[config.mk]
export PLATFORM = sky130hd
export DESIGN_NAME = aduna
export DESIGN_NICKNAME = d
export VERILOG_FILES = /design/src/rtl/aduna_pkg.sv /design/src/rtl/aduna_cla4.sv /design/src/rtl/aduna.sv
export SDC_FILE = /design/constraint.sdc
export NUM_CORES = 1
export LEC_CHECK = 0
export CORE_AREA = 8 8 45 47
export DETAILED_ROUTE_END_ITERATION = 12
export DIE_AREA = 0 0 53 55
export GPL_ROUTABILITY_DRIVEN = 0
export PLACE_DENSITY_LB_ADDON = 0.2
export SLEW_MARGIN = 20
export SYNTH_ARGS = -nofsm -noshare
export SYNTH_HDL_FRONTEND = slang
export SYNTH_HIERARCHICAL = 1
export SYNTH_SLANG_ARGS = --single-unit
[constraint.sdc]
create_clock -name clk -period 2.75 [get_ports clk]
set_clock_uncertainty 0.05 [all_clocks]
set_input_delay 0.275 -clock clk [delete_from_list [all_inputs] [get_ports clk]]
set_output_delay 0.275 -clock clk [all_outputs]
set_load 0.05 [all_outputs]
[src/rtl/aduna_pkg.sv]
// Purpose: shared widths and types for the aduna 4-bit registered adder.
// Latency: n/a (types and constants only).
// Backpressure: n/a.
package aduna_pkg;

   localparam int ADUNA_W = 4;

   // One operand.
   typedef logic [ADUNA_W-1:0] aduna_op_t;

   // Exact add result: {carry, sum}.
   typedef logic [ADUNA_W:0]   aduna_res_t;

endpackage : aduna_pkg

[src/rtl/aduna_cla4.sv]
// Purpose: 4-bit carry-lookahead adder core. It is purely combinational.
// Latency: 0 cycles.
// Backpressure: none.
// Ports: x, y  - operands
//        cin   - carry-in
//        s     - sum bits
//        cout  - carry-out
//        G, P  - group generate/propagate, for cascading into a wider lookahead
module aduna_cla4
   import aduna_pkg::*;
(
   input  logic [ADUNA_W-1:0] x,
   input  logic [ADUNA_W-1:0] y,
   input  logic               cin,
   output logic [ADUNA_W-1:0] s,
   output logic               cout,
   output logic               G,
   output logic               P
);

   logic [ADUNA_W-1:0] gen;
   logic [ADUNA_W-1:0] prop;
   logic [ADUNA_W:0]   c;

   assign gen  = x & y;
   assign prop = x ^ y;

   // Every carry is a flat two-level sum-of-products of gen, prop and cin.
   // No carry term depends on an earlier carry, so there is no ripple path.
   assign c[0] = cin;
   assign c[1] = gen[0]
               | (prop[0] & cin);
   assign c[2] = gen[1]
               | (prop[1] & gen[0])
               | (prop[1] & prop[0] & cin);
   assign c[3] = gen[2]
               | (prop[2] & gen[1])
               | (prop[2] & prop[1] & gen[0])
               | (prop[2] & prop[1] & prop[0] & cin);
   assign c[4] = gen[3]
               | (prop[3] & gen[2])
               | (prop[3] & prop[2] & gen[1])
               | (prop[3] & prop[2] & prop[1] & gen[0])
               | (prop[3] & prop[2] & prop[1] & prop[0] & cin);

   assign s    = prop ^ c[ADUNA_W-1:0];
   assign cout = c[4];

   // Group terms exclude cin, so a higher-level lookahead unit can combine them.
   assign G = gen[3]
            | (prop[3] & gen[2])
            | (prop[3] & prop[2] & gen[1])
            | (prop[3] & prop[2] & prop[1] & gen[0]);
   assign P = &prop;

endmodule : aduna_cla4

[src/rtl/aduna.sv]
// Purpose: 4-bit unsigned adder with a registered {c4, s} output and carry-in fixed at 0.
// Latency: 1 cycle. A new operand pair can be applied every cycle.
// Backpressure: none. The output register loads on every edge.
// Ports: clk - rising-edge clock
//        rst - synchronous active-high reset, which clears s and c4
//        x, y - unsigned operands
//        s  - registered sum, (x+y) mod 16
//        c4 - registered carry-out
module aduna
   import aduna_pkg::*;
(
   input  logic               clk,
   input  logic               rst,
   input  logic [ADUNA_W-1:0] x,
   input  logic [ADUNA_W-1:0] y,
   output logic [ADUNA_W-1:0] s,
   output logic               c4
);

   aduna_op_t  sum_d;
   logic       cout_d;
   aduna_res_t res_q;
   // The group G/P outputs are reserved for future cascading and are not used here.
   logic [1:0] unused_grp;

   aduna_cla4 u_cla4 (
      .x    (x),
      .y    (y),
      .cin  (1'b0),
      .s    (sum_d),
      .cout (cout_d),
      .G    (unused_grp[1]),
      .P    (unused_grp[0])
   );

   // Reset has priority over the add and drops the result that was in flight.
   always_ff @(posedge clk) begin
      if (rst) begin
         res_q <= '0;
      end else begin
         res_q <= {cout_d, sum_d};
      end
   end

   assign c4 = res_q[ADUNA_W];
   assign s  = res_q[ADUNA_W-1:0];

endmodule : aduna

==> results_dict.tcl <==
set metrics [dict create \
    clk_pin_slew_worst_paths_ps 40 \
    drive_gt1_share_pct 7.84 \
    setup-tns-final_ps 0 \
    start_kind "flip-flop" \
    setup_viol 0 \
    area_delta_synth_final_pct 63.5 \
    min_path_type "input pin to flip-flop" \
    reg_top3 "res_q: 5 flops" \
    first_iter_violations 0 \
    design_area_um2 499 \
    tightest_slew_ps 498 \
    port_buffers 14 \
    cp_cell_sequence "clkdlybuf4s50_1" \
    layout_commonest_cell "clkdlybuf4s50_1" \
    final_cell_mix "clkdlybuf4s50_1, nor2b_1, dfxtp_1, inv_1, ha_1" \
    initial_core_util_pct 22.1 \
    seq_area_um2 100 \
    overflow 0 \
    die_w_um 53 \
    root_buffer "clkbuf_4" \
    leakage_nw 0.229 \
    wl_per_cell_um 7.91 \
    syn_inst 31 \
    hold_viol 0 \
    cts_tree "done" \
    rsz0062_at_grt "false" \
    path_class "flip-flop to primary output" \
    core_area_um2 1380 \
    grt_pass1_vias 239 \
    cts_max_level 1 \
    critPathBufInv 1 \
    final_nets 68 \
    cp_top_family "buffers and inverters" \
    fmax_mhz 606 \
    viasPerCell 3.72 \
    crit_required_ps 2420 \
    cts_resized 0 \
    die_area_um2 2920 \
    fin_crit_sh_pct 60.0 \
    ys_warn_count 6 \
    maxSlewViolCount 0 \
    wl_um 530 \
    clock_sinks 5 \
    power_density_nw_per_um2 525 \
    placed_area_um2 473 \
    slew_headroom_pct 66.7 \
    multiInputGateArea_um2 194 \
    ioPinCount 15 \
    clockBufferDepth 2 \
    largest_reg_flops 5 \
    vias 249 \
    syn_area_um2 305 \
    drtAntennaViolNets 0 \
    die_h_um 55 \
    dr.pass1.iters 1 \
    status "finished clean" \
    grt_pass1_wl_um 876 \
    cts_setup_buffers 0 \
    finalNonFillerCells 67 \
    worstPathArrival_ps 1330 \
    grt_max_degree 6 \
    cp_max_fo 1 \
    ir_drop_uv 109 \
    critPathMaxStageDelay_ps 790 \
    regMostFlops "res_q" \
    std_cell_rows 14 \
    numCtsBuffers 3 \
    syn_avg_cell_area_um2 9.85 \
    cp_slowest_cell "clkdlybuf4s50_1" \
    dpl.cell_count 63 \
    critPathCaptureType "primary output" \
    n_fill_cell 157 \
    drc 0 \
    antenna_cells 0 \
    grt_antenna_before_repair 0 \
    fin_crit_ps 1650 \
    ctsHoldBuffers 0 \
    whs_ps 639 \
    drv_cap 0 \
    grt_use_total_pct 4.21 \
]
## power breakdown
part / switching, mW / total [mW] / internal [mW]
clock: 0.0261 / 0.0807 / 0.0546
sequential: 0.00178 / 0.0832 / 0.0815
combinational: 0.0530 / 0.0980 / 0.0450
total: 0.0809 / 0.262 / 0.181
## metrics by stage
stage	worst slack (ps)	util [%]	power (mW)
floorplan	1480	-	0.148
global placement	975	34.2	0.184
detailed placement	981	34.2	0.184
CTS	1080	36.1	0.269
global route	1050	36.1	0.281
finish	1100	36.1	0.262
## cell type report
type / count / area share, %
inverters: 5 / 3.76
well taps: 16 / 4.01
flip-flops and latches: 5 / 20.1
clock buffers: 4 / 5.26
repair buffers: 14 / 28.1
multi-input cells: 23 / 38.8
## routing by layer
metal	routed length [µm]	global-route usage, %	vias to the layer above
li1	-	-	136
met1	203	4.12	102
met2	241	5.86	11
met3	85	2.14	0
met4	0	5.17	0
met5	0	0	-
## worst paths after layout
kind | startpoint | to | cells after the start | slack, ps
min | rst | res_q[4] | 2 | 640
max | res_q[0] | s[0] | 1 | 1100
Note: power is estimated with default switching activity, not from simulation.
